**config.mk**
```make
export PLATFORM = sky130hd
export DESIGN_NAME = pipe_hazard_unit_flat
export DESIGN_NICKNAME = d
export VERILOG_FILES = /design/src/rtl/pipe_hazard_unit_if.sv /design/src/rtl/pipe_hazard_unit.sv /design/src/flat_wrapper.sv
export SDC_FILE = /design/constraint.sdc
export NUM_CORES = 1
export LEC_CHECK = 0
export BUFFER_PORTS_ARGS = -buffer_cell sky130_fd_sc_hd__buf_2
export CAP_MARGIN = 20
export CORE_MARGIN = 2
export CORE_UTILIZATION = 50
export DETAILED_ROUTE_END_ITERATION = 6
export GPL_TIMING_DRIVEN = 0
export PLACE_DENSITY = 0.76
export SLEW_MARGIN = 20
export SYNTH_ARGS = -nofsm -noshare
export SYNTH_HDL_FRONTEND = slang
export SYNTH_SLANG_ARGS = --single-unit
```
**constraint.sdc**
```tcl
create_clock -name clk -period 3.3 [get_ports clk]
set_input_delay 0.495 -clock clk [delete_from_list [all_inputs] [get_ports clk]]
set_output_delay 0.495 -clock clk [all_outputs]
set_load 0.01 [all_outputs]
```
**src/rtl/pipe_hazard_unit_if.sv**
```systemverilog
// ID-stage side of the hazard/forwarding controller: decoded operand and
// destination info plus branch redirect going in, stall/flush/forward selects
// and event counters coming back.
interface pipe_hazard_unit_if #(
  parameter int STAGES = 4,
  parameter int REG_W  = 3,
  parameter int CNT_W  = 16
);
  localparam int FWD_W = $clog2(STAGES + 1);

  logic             en;
  logic             id_valid;
  logic [REG_W-1:0] id_ra;
  logic [REG_W-1:0] id_rb;
  logic             id_use_ra;
  logic             id_use_rb;
  logic             id_wr_en;
  logic [REG_W-1:0] id_wr_reg;
  logic             id_load;
  logic             br_taken;

  logic             stall;
  logic             flush;
  logic [FWD_W-1:0] fwd_a;
  logic [FWD_W-1:0] fwd_b;
  logic [CNT_W-1:0] stall_cnt;
  logic [CNT_W-1:0] flush_cnt;

  // Pipeline control side: drives the decoded instruction, consumes controls.
  modport master (
    output en, id_valid, id_ra, id_rb, id_use_ra, id_use_rb,
           id_wr_en, id_wr_reg, id_load, br_taken,
    input  stall, flush, fwd_a, fwd_b, stall_cnt, flush_cnt
  );

  // Hazard unit side.
  modport slave (
    input  en, id_valid, id_ra, id_rb, id_use_ra, id_use_rb,
           id_wr_en, id_wr_reg, id_load, br_taken,
    output stall, flush, fwd_a, fwd_b, stall_cnt, flush_cnt
  );
endinterface

```
**src/rtl/pipe_hazard_unit.sv**
```systemverilog
// Hazard detection and forwarding controller. Keeps a shadow pipeline of
// destination tags for every instruction between ID and write-back and derives
// stall, flush and per-operand forwarding selects from it.
module pipe_hazard_unit #(
  parameter int STAGES     = 4,
  parameter int REG_W      = 3,
  parameter int ALU_READY  = 1,
  parameter int LOAD_READY = 3,
  parameter int BR_STAGE   = 2,
  parameter int CNT_W      = 16
) (
  input logic               clk,
  input logic               rst,
  pipe_hazard_unit_if.slave hz
);
  localparam int FWD_W = $clog2(STAGES + 1);

  typedef struct packed {
    logic             valid;
    logic             wr_en;
    logic [REG_W-1:0] wr_reg;
    logic             load;
  } entry_t;

  typedef struct packed {
    logic             hazard;
    logic [FWD_W-1:0] fwd;
  } fwd_res_t;

  entry_t           shadow_q [1:STAGES];
  entry_t           shadow_d [1:STAGES];
  logic [CNT_W-1:0] stall_cnt_q, stall_cnt_d;
  logic [CNT_W-1:0] flush_cnt_q, flush_cnt_d;

  fwd_res_t res_a, res_b;
  logic     stall_c, flush_c;

  // Youngest matching writer wins: scan oldest-to-youngest so the lowest
  // stage overwrites. Stage STAGES is writing the register file right now and
  // the file has no bypass, so it is forwarded like any other ready stage.
  function automatic fwd_res_t resolve(input logic [REG_W-1:0] rx,
                                       input logic             use_rx);
    fwd_res_t r;
    int       hit_k;
    logic     hit_ld;
    r      = '0;
    hit_k  = 0;
    hit_ld = 1'b0;
    for (int k = STAGES; k >= 1; k--) begin
      if (shadow_q[k].valid && shadow_q[k].wr_en && shadow_q[k].wr_reg == rx) begin
        hit_k  = k;
        hit_ld = shadow_q[k].load;
      end
    end
    if (use_rx && hit_k != 0) begin
      if (hit_k >= (hit_ld ? LOAD_READY : ALU_READY)) r.fwd = FWD_W'(hit_k);
      else                                            r.hazard = 1'b1;
    end
    return r;
  endfunction

  // Same-cycle controls; a taken branch overrides any stall.
  always_comb begin
    res_a   = resolve(hz.id_ra, hz.en & hz.id_valid & hz.id_use_ra);
    res_b   = resolve(hz.id_rb, hz.en & hz.id_valid & hz.id_use_rb);
    stall_c = hz.en & hz.id_valid & (res_a.hazard | res_b.hazard) & ~hz.br_taken;
    flush_c = hz.en & hz.br_taken;
  end

  assign hz.stall     = stall_c;
  assign hz.flush     = flush_c;
  assign hz.fwd_a     = res_a.fwd;
  assign hz.fwd_b     = res_b.fwd;
  assign hz.stall_cnt = stall_cnt_q;
  assign hz.flush_cnt = flush_cnt_q;

  // Shadow pipeline advance: ID enters stage 1 (bubble on stall/flush), older
  // entries shift; a taken branch squashes the wrong-path entries younger than it.
  always_comb begin
    // NOTE: every combinational output gets a default first so no path leaves it unassigned (no latch).
    shadow_d = shadow_q;
    if (hz.en) begin
      shadow_d[1].valid  = hz.id_valid & ~stall_c & ~flush_c;
      shadow_d[1].wr_en  = hz.id_wr_en;
      shadow_d[1].wr_reg = hz.id_wr_reg;
      shadow_d[1].load   = hz.id_load;
      for (int k = 2; k <= STAGES; k++) begin
        shadow_d[k] = shadow_q[k-1];
        if (flush_c && (k - 1) < BR_STAGE) shadow_d[k].valid = 1'b0;
      end
    end
  end

  // Saturating event counters; stall_c/flush_c already carry the enable.
  always_comb begin
    stall_cnt_d = stall_cnt_q;
    flush_cnt_d = flush_cnt_q;
    if (stall_c && stall_cnt_q != {CNT_W{1'b1}}) stall_cnt_d = stall_cnt_q + CNT_W'(1);
    if (flush_c && flush_cnt_q != {CNT_W{1'b1}}) flush_cnt_d = flush_cnt_q + CNT_W'(1);
  end

  // State registers with synchronous reset that overrides enable and branch.
  always_ff @(posedge clk) begin
    if (rst) begin
      // NOTE: the shadow array is a handful of flops, not a RAM, so every entry is reset explicitly.
      for (int k = 1; k <= STAGES; k++) shadow_q[k] <= '0;
      stall_cnt_q <= '0;
      flush_cnt_q <= '0;
    end else begin
      // NOTE: non-blocking assignments so all registers sample pre-edge values together.
      shadow_q    <= shadow_d;
      stall_cnt_q <= stall_cnt_d;
      flush_cnt_q <= flush_cnt_d;
    end
  end
endmodule

```
**src/flat_wrapper.sv**
```systemverilog
// flat-port wrapper written by rule: the top's interface ports become plain ports
module pipe_hazard_unit_flat 
#(
  parameter int STAGES     = 4,
  parameter int REG_W      = 3,
  parameter int ALU_READY  = 1,
  parameter int LOAD_READY = 3,
  parameter int BR_STAGE   = 2,
  parameter int CNT_W      = 16
)
  (clk, rst, hz_en, hz_id_valid, hz_id_ra, hz_id_rb, hz_id_use_ra, hz_id_use_rb, hz_id_wr_en, hz_id_wr_reg, hz_id_load, hz_br_taken, hz_stall, hz_flush, hz_fwd_a, hz_fwd_b, hz_stall_cnt, hz_flush_cnt);
  pipe_hazard_unit_if #(.STAGES(STAGES), .REG_W(REG_W), .CNT_W(CNT_W)) hz_i ();
  input logic clk;
  input logic rst;
  input wire logic [$bits(hz_i.en)-1:0] hz_en;
  input wire logic [$bits(hz_i.id_valid)-1:0] hz_id_valid;
  input wire logic [$bits(hz_i.id_ra)-1:0] hz_id_ra;
  input wire logic [$bits(hz_i.id_rb)-1:0] hz_id_rb;
  input wire logic [$bits(hz_i.id_use_ra)-1:0] hz_id_use_ra;
  input wire logic [$bits(hz_i.id_use_rb)-1:0] hz_id_use_rb;
  input wire logic [$bits(hz_i.id_wr_en)-1:0] hz_id_wr_en;
  input wire logic [$bits(hz_i.id_wr_reg)-1:0] hz_id_wr_reg;
  input wire logic [$bits(hz_i.id_load)-1:0] hz_id_load;
  input wire logic [$bits(hz_i.br_taken)-1:0] hz_br_taken;
  output wire logic [$bits(hz_i.stall)-1:0] hz_stall;
  output wire logic [$bits(hz_i.flush)-1:0] hz_flush;
  output wire logic [$bits(hz_i.fwd_a)-1:0] hz_fwd_a;
  output wire logic [$bits(hz_i.fwd_b)-1:0] hz_fwd_b;
  output wire logic [$bits(hz_i.stall_cnt)-1:0] hz_stall_cnt;
  output wire logic [$bits(hz_i.flush_cnt)-1:0] hz_flush_cnt;
  assign hz_i.en = hz_en;
  assign hz_i.id_valid = hz_id_valid;
  assign hz_i.id_ra = hz_id_ra;
  assign hz_i.id_rb = hz_id_rb;
  assign hz_i.id_use_ra = hz_id_use_ra;
  assign hz_i.id_use_rb = hz_id_use_rb;
  assign hz_i.id_wr_en = hz_id_wr_en;
  assign hz_i.id_wr_reg = hz_id_wr_reg;
  assign hz_i.id_load = hz_id_load;
  assign hz_i.br_taken = hz_br_taken;
  assign hz_stall = hz_i.stall;
  assign hz_flush = hz_i.flush;
  assign hz_fwd_a = hz_i.fwd_a;
  assign hz_fwd_b = hz_i.fwd_b;
  assign hz_stall_cnt = hz_i.stall_cnt;
  assign hz_flush_cnt = hz_i.flush_cnt;
  pipe_hazard_unit #(.STAGES(STAGES), .REG_W(REG_W), .ALU_READY(ALU_READY), .LOAD_READY(LOAD_READY), .BR_STAGE(BR_STAGE), .CNT_W(CNT_W)) u_core (.clk(clk), .rst(rst), .hz(hz_i));
endmodule
```
# Word-level counts from Yosys, hierarchy flattened
# Index checks and enable logic that the tools add are counted.
dict set report op_classes {
  add_sub_neg 2
  order_cmp 2
  n_eq_ne 10
  mux 25
  n_bitwise 12
  n_reduce_logical 18
}
# operator count
set op_table {}
lappend op_table {{2-to-1 mux 32 bit} 3}
lappend op_table {{nonzero test 32 bit} 2}
lappend op_table {{adder 16 x 1 -> 16 bit, second input constant} 2}
lappend op_table {{>= comparator 32 bit} 1}
lappend op_table {{>= comparator 4 x 32 -> 1 bit} 1}
lappend op_table {{!= test 16 bit, second input constant} 2}
lappend op_table {{equality test 3 bit} 8}
lappend op_table {{2-to-1 mux 3 bit} 7}
lappend op_table {{logical AND 1 bit} 16}
lappend op_table {{2-to-1 mux 1 bit} 11}
lappend op_table {{bitwise AND 1 bit} 8}
lappend op_table {{2-to-1 mux 4 bit} 2}
lappend op_table {{2-to-1 mux 2 bit} 2}
lappend op_table {{inverter 1 bit} 3}
lappend op_table {{bitwise OR 1 bit} 1}
dict set report totals {
  register_bits 56
  inputBits 18
  out_inout_bits 40
  elab_cells 87
}

# Logic depth before layout (Yosys ltp)
# Gate-level depths: netlist of run 1.
dict set report logic_depth {
  word_depth 16
  ltp_mapped 13
  ltp_nobuf 11
}

# Least setup slack after synthesis of run 1
# OpenSTA, ideal clock, no wires.
dict set report synth_path {
  kind {input-to-output}
  start {input port hz_id_ra[2]}
  end {output port hz_stall}
  arrival_ns 2.668
  required_ns 2.805
  slack_ns 0.137
  cell_stages 12
  path_buffers 2
  path_cell_list {xor2_1 -> nor4_1 -> nand2_1 -> a31oi_1 -> mux2i_1 -> ha_1 -> nor3_1 -> o21a_2 -> o41ai_4 -> buf_6 -> buf_6 -> inv_2}
}
dict set report synth_between {
  elab_chain_len 13
}
# element line_no
set synth_lines {}
lappend synth_lines {{start, declared} flat_wrapper.sv:17} ;# input wire logic [$bits(hz_i.id_ra)-1:0] hz_id_ra;
lappend synth_lines {{equality test 3 bit} pipe_hazard_unit.sv:50} ;# if (shadow_q[k].valid && shadow_q[k].wr_en && shadow_q[k].wr_reg == rx) begin
lappend synth_lines {{logical AND 1 bit} pipe_hazard_unit.sv:50}
lappend synth_lines {{2-to-1 mux 1 bit (4 in series)} pipe_hazard_unit.sv:50}
lappend synth_lines {{2-to-1 mux 2 bit} pipe_hazard_unit.sv:56} ;# if (hit_k >= (hit_ld ? LOAD_READY : ALU_READY)) r.fwd = FWD_W'(hit_k);
lappend synth_lines {{>= comparator 32 bit} pipe_hazard_unit.sv:56}
lappend synth_lines {{2-to-1 mux 1 bit} pipe_hazard_unit.sv:56}
lappend synth_lines {{2-to-1 mux 4 bit (*)} pipe_hazard_unit.sv:55} ;# if (use_rx && hit_k != 0) begin
lappend synth_lines {{bitwise OR 1 bit (*)} pipe_hazard_unit.sv:66} ;# stall_c = hz.en & hz.id_valid & (res_a.hazard | res_b.hazard) & ~hz.br_taken;
lappend synth_lines {{bitwise AND 1 bit (*) (2 in series)} pipe_hazard_unit.sv:66}
lappend synth_lines {{end, declared} flat_wrapper.sv:25} ;# output wire logic [$bits(hz_i.stall)-1:0] hz_stall;
# Mark *: on every way between the ends. The rest lies on a longest branch, timed or not.

# Worst setup path in the final report of run 1
dict set report layout_path {
  start {register u_core.shadow_q[9] in the netlist's numbering}
  end {output port hz_stall}
}
dict set report layout_between {
  elab_chain_len 12
}
# element line_no
set layout_lines {}
lappend layout_lines {{start, declared} pipe_hazard_unit.sv:30} ;# entry_t shadow_q [1:STAGES];
lappend layout_lines {{start signal, assigned} pipe_hazard_unit.sv:111} ;# shadow_q <= shadow_d;
lappend layout_lines {{equality test 3 bit} pipe_hazard_unit.sv:50}
lappend layout_lines {{logical AND 1 bit} pipe_hazard_unit.sv:50}
lappend layout_lines {{2-to-1 mux 1 bit (3 in series)} pipe_hazard_unit.sv:50}
lappend layout_lines {{2-to-1 mux 2 bit} pipe_hazard_unit.sv:56}
lappend layout_lines {{>= comparator 32 bit or >= comparator 4 x 32 -> 1 bit (tied branches)} pipe_hazard_unit.sv:56}
lappend layout_lines {{2-to-1 mux 1 bit} pipe_hazard_unit.sv:56}
lappend layout_lines {{2-to-1 mux 4 bit} pipe_hazard_unit.sv:55}
lappend layout_lines {{bitwise OR 1 bit (*)} pipe_hazard_unit.sv:66}
lappend layout_lines {{bitwise AND 1 bit (*) (2 in series)} pipe_hazard_unit.sv:66}
# Marks and branches as above.

==> results of run 1 <==
[state kept, by name, indices dropped and copies added, names as in the netlist]
signal and cells:
u_core.hz.flush_cnt 16, u_core.shadow_q 24, u_core.hz.stall_cnt 16
[routing by layer]
layer | vias to the layer above | GRT usage (%) | part of all wire [%]
met1 | 1342 | 28.7 | 44
li1 | 1388 | - | -
met2 | 88 | 36.6 | 48
met4 | 0 | 8.14 | 2.7
met5 | - | 0 | 0
met3 | 18 | 3.89 | 5.1
[path summary, 6_finish.rpt]
path | endpoint | slack (ps) | cells past startpoint
min | u_core.shadow_q[19] | 410 | 3
min reg2reg | u_core.hz.stall_cnt[13] | 510 | 2
max reg2reg | u_core.hz.stall_cnt[6] | 50 | 14
max | hz_stall | -40 | 12
[stage by stage]
step	utilization (%)	area [um2]	hold WS [ps]	power, uW	setup slack, ps
CTS	61.2	3580	409	1170	70.2
global placement	57.4	3360	476	797	-430
finish	63.0	3690	410	1170	-38.7
floorplan	-	2980	454	767	137
global route	63.0	3690	422	1210	-163
detailed placement	57.4	3360	489	800	-433
[worst max-delay path: cells and delay by family (launching register included)]
| kind | cells | cell delay, ps |
|---|---|---|
| DFF | 1 | 370 |
| xor gates and xnor gates | 1 | 180 |
| AOI/OAI and AO/OA | 3 | 670 |
| and+or+nand+nor | 3 | 490 |
| buffers and inverters | 3 | 320 |
| adders and majority gates | 1 | 370 |
| muxes | 1 | 120 |
[cell families after synthesis]
logic type,Yosys count
flip-flops,56
multiplexers,27
AND/OR/NAND/NOR,151
buffers and inverters,23
AO/OA/AOI/OAI,47
XOR/XNOR,35
adder cells (fa/ha/maj),4
[cell usage after synthesis]
cell / number / area (um2)
dfxtp_1: 56 / 1120
nor2_1: 54 / 203
mux2i_1: 26 / 260
a21oi_1: 24 / 120
xor2_1: 23 / 201
nand2_1: 14 / 52.6
nand3_1: 13 / 65.1
or4_1: 12 / 90.1
xnor2_1: 12 / 105
o31ai_1: 11 / 82.6
nand4_1: 9 / 56.3
or3_1: 9 / 56.3
inv_1: 7 / 26.3
nor4_1: 7 / 43.8
and3_1: 6 / 37.5
nor3_1: 6 / 30.0
buf_1: 5 / 18.8
clkbuf_1: 5 / 18.8
nor4_2: 5 / 62.6
o21ai_0: 5 / 25.0
and4_1: 4 / 35.0
ha_1: 4 / 50.1
and2_1: 3 / 18.8
buf_6: 3 / 33.8
nand2b_1: 3 / 18.8
nand3b_1: 3 / 22.5
a31oi_1: 2 / 12.5
buf_2: 2 / 10.0
nor2b_1: 2 / 12.5
o21a_2: 2 / 17.5
inv_2: 1 / 3.75
mux2_4: 1 / 15.0
nand4bb_1: 1 / 11.3
o21ai_1: 1 / 5.00
o41ai_1: 1 / 8.76
o41ai_4: 1 / 27.5
[power by group through the flow]
stage	Clock [uW]	Sequential, uW	Combinational [uW]
floorplan	0	710	57.3
global placement	0	712	85.5
detailed placement	0	712	88.2
CTS	381	697	95.9
global route	407	698	109
finish	374	697	101
[cell type report]
type                    instances  area share, %
plain buffers                  14           1.90
clock buffers                   5           1.87
clock inverters                 3          0.509
inverters                       8          0.814
multi-input cells             264           50.3
flip-flops and latches         56           30.7
well taps                      75           2.54
repair buffers                 74           11.4
[what timing repair did]
item	4_1_cts	5_1_grt
hold buffers	0	0
setup buffers	10	7
pin swaps	9	10
setup endpoints to repair	11	11
endpoints found under the hold margin	0	0
gates resized for setup	11	13
==> metrics.txt, run 1 <==
min-delay worst type=primary input to flip-flop; Area Growth Syn to Fin=23.8%; CP Capture Type=primary output; post-synthesis xor/xnor area fraction=10.3%; final number of hold-violating endpoints=0; fmax=300 MHz; Seq cells post-synth=56; slowest CP cell=dfxtp_4; mux contribution to synthesized area=9.24%; Hold Crit Start=hz_id_wr_reg[0]; Register Area=1130 um2; H-tree depth=2; Crit path largest cell delay=370 ps; CORE AREA=5850 um2; WS Path Type=flip-flop to primary output; Initial Util=50.9%; Final ANT Viol Nets=0; Synth Area in Simple Gates=27.4%; post-route minimum period=3340 ps; fill count=499; crit path DAT=2840 ps; layout cells sized above 1=26.4%; GRT Resource Usage Total=22.1%; FF-to-FF Start=u_core.shadow_q[9]; CTS tree=built; max-slew violations=0; Synth Area in Compound Gates=10.0%; root buffer cell=clkbuf_8; Synth Area in Adders=1.68%; fin nets=445; clock-pin slew on the worst setup and hold paths=110 ps; Multi-input gate area=1860 um2; die area=6590 um2; Sequential Power Share=59.5%; IO Pins=58; final worst path period share=101%; height of the die=81.2 um; Chip Width=81.2 um; Ys Warns=0; Cell Rows=28; antenna cells=0; switching part of the total power=25.5%; placed instance count=475; failing checks=negative setup slack; Slew Limit Headroom=53.0%; final std cells w/o fill=499; detailed placement HPWL=4970 um; DRC Markers=0; wirelength, routed=7450 um; Peak VDD IR=0.240 mV; # port buffers=57; mapped cell area=2980 um2; initial antenna violation count=0; Routability Congestion=0.835; final setup violating endpoints=1; largest family of logic cells by synthesized area=simple AND/OR/NAND/NOR gates; largest net degree at the start of global routing=18; First-pass DRT Iterations=5; Combinational Power Share=8.6%; clock buffer count from CTS=5; CP most frequent cell=buf_6; Worst setup SP type=flip-flop; Setup crit start=u_core.shadow_q[9]; commonest non-fill, non-tap cells in the layout=buf_2 (58), nor2_1 (54), dfxtp_1 (50); Int Pwr=873 uW; Sw Pwr=299 uW; Lkg Pwr=0.00153 uW; Synth cell types=36; via/cell ratio=5.68; syn avg cell area=8.69 um2; first-pass GRT wire length=11400 um; Total Negative Setup Slacks=-38.7 ps; Crit Path Max Fanout=7; most common cell after layout, fill and taps aside=buf_2; RSZ-0062 raised after global routing=true; maximum buffer depth of the clock tree=2; clock share of power=31.9%; DR vias=2836; max_cap viols=0; wire per inst=14.9 um; grt total ovfl=0; Worst Skew=11.4 ps; outcome=complete, but fails checks; clock tree sinks=56; initial drt markers=131; Clk Latency, worst-skew pair=310 ps; vias in the first global route=2480; power per cell area=318 nW/um2; worst path cell trace=xor2_2, nor4_4, nand2_1, a31oi_1, mux2i_1, ha_2, nor3_2, o21a_2, o41ai_4, buf_6, inv_2, buf_6; worst-margin pin slew=706 ps; CP required=2800 ps; syn_nets=365; Seq/Total Area, Yosys=37.6%; setup ws final=-38.7 ps; Mapped Cells=343
Note: power is estimated with default switching activity, not from simulation.
==> run 2, diff against run 1 <==
--- a/config.mk
+++ b/config.mk
@@ -8,10 +8,10 @@
 export BUFFER_PORTS_ARGS = -buffer_cell sky130_fd_sc_hd__buf_2
 export CAP_MARGIN = 20
 export CORE_MARGIN = 2
-export CORE_UTILIZATION = 50
+export CORE_UTILIZATION = 59
 export DETAILED_ROUTE_END_ITERATION = 6
 export GPL_TIMING_DRIVEN = 0
-export PLACE_DENSITY = 0.76
+export PLACE_DENSITY = 0.84
 export SLEW_MARGIN = 20
 export SYNTH_ARGS = -nofsm -noshare
 export SYNTH_HDL_FRONTEND = slang
==> constraint.sdc (replaced) <==
create_clock -name clk -period 4.17 [get_ports clk]
set_input_delay 0.6255 -clock clk [delete_from_list [all_inputs] [get_ports clk]]
set_output_delay 0.6255 -clock clk [all_outputs]
set_load 0.05 [all_outputs]
==> run 2 against run 1 <==
  * The run now ends clean
  * Hold slack improved by 86 ps
  * Die area decreased by 15%
  * Combinational power decreased by 23%
  * Count of clock-buffer cells in the layout unchanged
  * Sequential cell count unchanged
  * Critical endpoint unchanged
  * Largest power group unchanged
==> metrics.txt, run 2 (synthesis results as in run 1) <==
first-pass GRT wire length=10700 um (-6.2%); crit path DAT=3370 ps (+530 ps); DR vias=2700 (-4.8%); power per cell area=266 nW/um2 (-16%); fin nets=429 (-3.6%); First-pass DRT Iterations=4 (-1); H-tree depth=2 (unchanged); clock-pin slew on the worst setup and hold paths=90 ps (-20 ps); Hold Buf Count CTS=0 (unchanged); Slew Limit Headroom=52.7% (-0.31 points); FF-to-FF Start=u_core.shadow_q[9]; fmax=250 MHz; maximum buffer depth of the clock tree=2 (unchanged); Cell Rows=25 (-11%); via/cell ratio=5.68 (about the same); final hold slack=496 ps (+85.7 ps); hold endpoint=u_core.shadow_q[17]; die area=5630 um2 (-15%); antenna cells=0 (unchanged); initial drt markers=127 (-3.1%); final number of hold-violating endpoints=0 (unchanged); Hold Crit Start=u_core.shadow_q[17]; most common cell after layout, fill and taps aside=buf_2; # port buffers=57 (unchanged); worst-margin pin slew=710 ps (+4.65 ps); Peak VDD IR=0.182 mV (-24%); Worst setup SP type=primary input; wirelength, routed=6530 um (-12%); FF-to-FF End=u_core.hz.stall_cnt[6]; layout cells sized above 1=20.1% (-6.3 points); DRC Markers=0 (unchanged); grt total ovfl=0 (unchanged); Chip Width=75.1 um (-7.6%); post-route minimum period=4000 ps; WS Path Type=primary input to primary output; Final ANT Viol Nets=0 (unchanged); root buffer cell=clkbuf_8; outcome=completed; detailed placement HPWL=4840 um (-2.8%); worst hold stages=2 (-1); final setup violating endpoints=0 (-1); max FFs per register=24 (unchanged); largest net degree at the start of global routing=18 (unchanged); max_cap viols=0 (unchanged); CTS tree=built; clock buffer count from CTS=5 (unchanged); max-slew violations=0 (unchanged); r2r worst-path depth=11 (-3); Most flops, register=u_core.shadow_q; min-delay worst type=flip-flop to flip-flop; GRT Resource Usage Total=24.3% (+2.2 points); initial antenna violation count=0 (unchanged); Worst Skew=5.48 ps (-5.89 ps); commonest non-fill, non-tap cells in the layout=buf_2 (59), dfxtp_1 (56), nor2_1 (54); CP Capture Type=primary output; Reg2Reg Setup Slack=970 ps (+920 ps); Lkg Pwr=0.00144 uW (-5.6%); final worst path period share=95.8%; Routability Congestion=0.845 (+1.2%); Initial Util=62.2% (+11 points); RSZ-0062 raised after global routing=false; height of the die=75.1 um (-7.6%); CORE AREA=4790 um2 (-18%); vias in the first global route=2368 (-4.5%); Crit Path Max Fanout=10 (+3); post-route cell area=3470 um2 (-6.0%); Area Growth Syn to Fin=16.3%; CP required=3540 ps (+740 ps); Clk Latency, worst-skew pair=310 ps (about the same); IO Pins=58 (unchanged); clock tree sinks=56 (unchanged); placed cell areas=3350 um2 (-0.30%); wire per inst=13.8 um (-7.9%)
run 2: cell count changes in the layout (fill, tap and decap cells not counted), sizes merged:
cell,change
buf,-16
run 2: worst max path at each step:
stage	startpoint	endpoint	slack, ps	cells past startpoint
6_report	hz_id_ra[2]	hz_stall	170	14
5_1_grt	hz_id_ra[2]	hz_stall	20	14
4_1_cts	hz_id_ra[2]	hz_stall	180	14
3_5_place_dp	hz_id_ra[2]	hz_stall	-40	14
3_3_place_gp	hz_id_ra[2]	hz_stall	30	14
2_1_floorplan	hz_id_rb[2]	hz_fwd_b[1]	110	8
run 2: what timing repair did:
action                                  4_1_cts  5_1_grt
cloned                                        0        0
endpoints found under the setup margin        1        1
resized for setup                             2        2
buffers inserted                              0        0
run 2: cell type report:
cell class / instances / area, um2
plain buffers: 15 / 81.3
clock buffers: 5 / 68.8
clock inverters: 3 / 18.8
fillers: 399 / 1320
inverters: 8 / 30.0
multi-input cells: 264 / 1780
flip-flops and latches: 56 / 1120
well taps: 67 / 83.8
repair buffers: 57 / 285
run 2: metrics by stage:
stage | utilization [%] | power [uW] | setup WS (ps) | setup TNS [ps] | cells
floorplan | - | 612 | 108 | 0 | 343
global placement | 70.0 | 637 | 31.4 | 0 | 467
detailed placement | 70.0 | 639 | -37.3 | -37.3 | 467
CTS | 72.1 | 924 | 182 | 0 | 475
global route | 72.4 | 955 | 21.7 | 0 | 475
finish | 72.4 | 921 | 174 | 0 | 475
run 2: power breakdown:
part / total [uW] / internal, uW / switching (uW)
registers: 551 / 542 / 9.36
logic: 78.2 / 30.2 / 48.1
clock network: 292 / 117 / 174
total: 921 / 690 / 232
run 2: per-layer routing:
layer  vias to the layer above  track usage, %  routed length [um]
li1                       1358               -                   -
met1                      1272            32.0                3030
met2                        61            41.0                3150
met3                         9            3.35                 263
met4                         0            7.94                  90
met5                         -               0                   0
run 2: critical path: stages:
cell,delay (ps)
buf_2,140
xor2_1,150
nor4_2,500
nand2_1,110
a31oi_1,170
mux2i_1,100
ha_1,350
nor3_1,60
o21a_2,140
o41ai_4,430
buf_6,210
buf_6,150
inv_2,30
buf_2,200
==> run 3, diff against run 2 <==
==> constraint.sdc (replaced) <==
create_clock -name clk -period 4.17 [get_ports clk]
set_input_delay 0.6255 -clock clk [delete_from_list [all_inputs] [get_ports clk]]
set_output_delay 0.6255 -clock clk [all_outputs]
set_load 0.1 [all_outputs]
==> run 3 against run 2 <==
  * Sequential share of layout area down 0.47 points
  * Register-to-register slack got worse by 30 ps
  * Core utilization rose by 1.1 points
  * Clock skew decreased by 2.0 ps
  * Setup slack improved by 10 ps
  * Largest cell class unchanged
  * Sequential power about the same
  * Maximum frequency up 0.26%
  * Design area is 1.5% higher
  * First-iteration DRC count shrank 34%
  * Global-route usage grew 1.2 points
  * Wire length grew 3.8%
  * Count of clock-buffer cells in the layout up 1
==> metrics.txt, run 3 (synthesis results as in run 1) <==
worst-margin pin slew=693 ps (-17.6 ps); fill count=381 (-4.5%); CP required=3540 ps (about the same); DR vias=2712 (+0.44%); most common cell after layout, fill and taps aside=buf_2; worst hold stages=2 (unchanged); Cell Rows=25 (unchanged); GRT Resource Usage Total=25.5% (+1.2 points); Hold Crit Start=u_core.shadow_q[17]; Register Area=1120 um2 (unchanged); Multi-input gate area=1820 um2 (+2.3%); die area=5630 um2 (unchanged); Lkg Pwr=0.00145 uW (+0.58%); initial antenna violation count=0 (unchanged); CTS tree=built; layout cells sized above 1=21.1% (+0.98 points); IO Pins=58 (unchanged); vias in the first global route=2439 (+3.0%); clock buffer count from CTS=5 (unchanged); min-delay worst type=flip-flop to flip-flop; H-tree depth=2 (unchanged); DRC Markers=0 (unchanged); max-slew violations=0 (unchanged); FF-to-FF End=u_core.hz.stall_cnt[7]; Worst setup SP type=primary input; fmax=251 MHz (+0.26%); Total Negative Setup Slacks=0 ps (unchanged); Peak VDD IR=0.192 mV (+5.4%); post-route minimum period=3990 ps (-10.3 ps); Area Growth Syn to Fin=18.1%; final number of hold-violating endpoints=0 (unchanged); CP Capture Type=primary output; power per cell area=271 nW/um2 (+1.8%); initial drt markers=84 (-34%); final setup violating endpoints=0 (unchanged); placed instance count=467 (unchanged); r2r worst-path depth=11 (unchanged); clock-pin slew on the worst setup and hold paths=90 ps (about the same); commonest non-fill, non-tap cells in the layout=buf_2 (58), dfxtp_1 (56), nor2_1 (54); max FFs per register=24 (unchanged); root buffer cell=clkbuf_8; First-pass DRT Iterations=5 (+1); WS Path Type=primary input to primary output; # port buffers=57 (unchanged); crit path DAT=3360 ps (about the same); outcome=completed; fin nets=429 (unchanged); first-pass GRT wire length=11200 um (+5.1%); hold endpoint=u_core.shadow_q[17]; max_cap viols=0 (unchanged); Reg2Reg Setup Slack=940 ps (-30 ps); Worst Skew=3.50 ps (-1.98 ps); detailed placement HPWL=4930 um (+1.9%); Initial Util=62.2% (unchanged); FF-to-FF Start=u_core.shadow_q[3]; wirelength, routed=6780 um (+3.8%); height of the die=75.1 um (unchanged); via/cell ratio=5.71 (+0.44%); maximum buffer depth of the clock tree=2 (unchanged); wire per inst=14.3 um (+3.8%); Routability Congestion=0.860 (+1.8%); Chip Width=75.1 um (unchanged); overall power=952 uW (+3.3%); RSZ-0062 raised after global routing=false; Hold Buf Count CTS=0 (unchanged); Most flops, register=u_core.shadow_q; clock tree sinks=56 (unchanged); Slew Limit Headroom=53.8% (+1.2 points); Crit Path Max Fanout=10 (unchanged); final std cells w/o fill=475 (unchanged); largest net degree at the start of global routing=18 (unchanged); Final ANT Viol Nets=0 (unchanged); CORE AREA=4790 um2 (unchanged); Clk Latency, worst-skew pair=310 ps (about the same); final worst path period share=95.6% (-0.25 points); antenna cells=0 (unchanged); grt total ovfl=0 (unchanged)
## run 3: cell types whose count changed in the layout (fill, tap and decap cells not counted), moves of 2 or more
cell	before	now
nor4_4	2	4
nor3_1	6	4
nor4_1	5	3
nor3_2	0	2
## run 3: worst max-delay path: stages
cell and delay (ps):
buf_2 140, xor2_1 150, nor4_1 460, nand3b_1 120
a31oi_1 190, mux2i_1 100, ha_1 250, nor4_2 470
o41ai_4 180, buf_6 180, buf_6 140, inv_2 40
clkbuf_4 310
## run 3: final cells by class
type,count,area share [%]
multi-input combinational,264,51.7
sequential,56,31.9
timing repair buffer,57,8.18
tap,67,2.38
clock buffer,6,2.35
buffer,15,2.31
inverter,8,0.854
clock inverter,2,0.391
## run 3: routing by layer
metal	track usage, %	share of wire [%]	vias up
met4	6.94	0.93	0
met2	41.8	49	62
li1	-	-	1357
met1	34.0	46	1285
met5	0	0	-
met3	5.76	4.2	8
## run 3: report_power, final
part / total [uW] / internal (uW) / leakage [uW] / switching [uW]
sequential: 551 / 542 / 0.000453 / 9.49
clock: 312 / 136 / 0.0000516 / 176
combinational: 88.3 / 30.4 / 0.000947 / 57.9
## run 3: what timing repair did
| item | 4_1_cts | 5_1_grt |
|---|---|---|
| gates cloned | 0 | 0 |
| setup endpoints to repair | 1 | 1 |
| buffers inserted | 0 | 0 |
| resized for setup | 2 | 5 |
| pin swaps | 0 | 0 |
## run 3: through the flow
step,worst slack [ps],cell area (um2),hold slack (ps),util [%]
floorplan,-85.5,3000,454,-
global route,16.1,3520,549,73.5
CTS,74.2,3480,516,72.7
finish,185,3520,513,73.5
detailed placement,-119,3370,483,70.4
global placement,-83.3,3370,472,70.4
## run 3: worst max path at each step
stage                      startpoint           to  slack, ps  cells after the start
after global routing      hz_id_ra[2]     hz_stall         20                     14
after global placement    hz_id_ra[2]     hz_stall        -80                     14
after CTS                 hz_id_rb[2]     hz_stall         70                     13
final                     hz_id_rb[2]     hz_stall        180                     13
after floorplan           hz_id_rb[2]  hz_fwd_b[1]        -90                      8
after detailed placement  hz_id_rb[2]     hz_stall       -120                     13
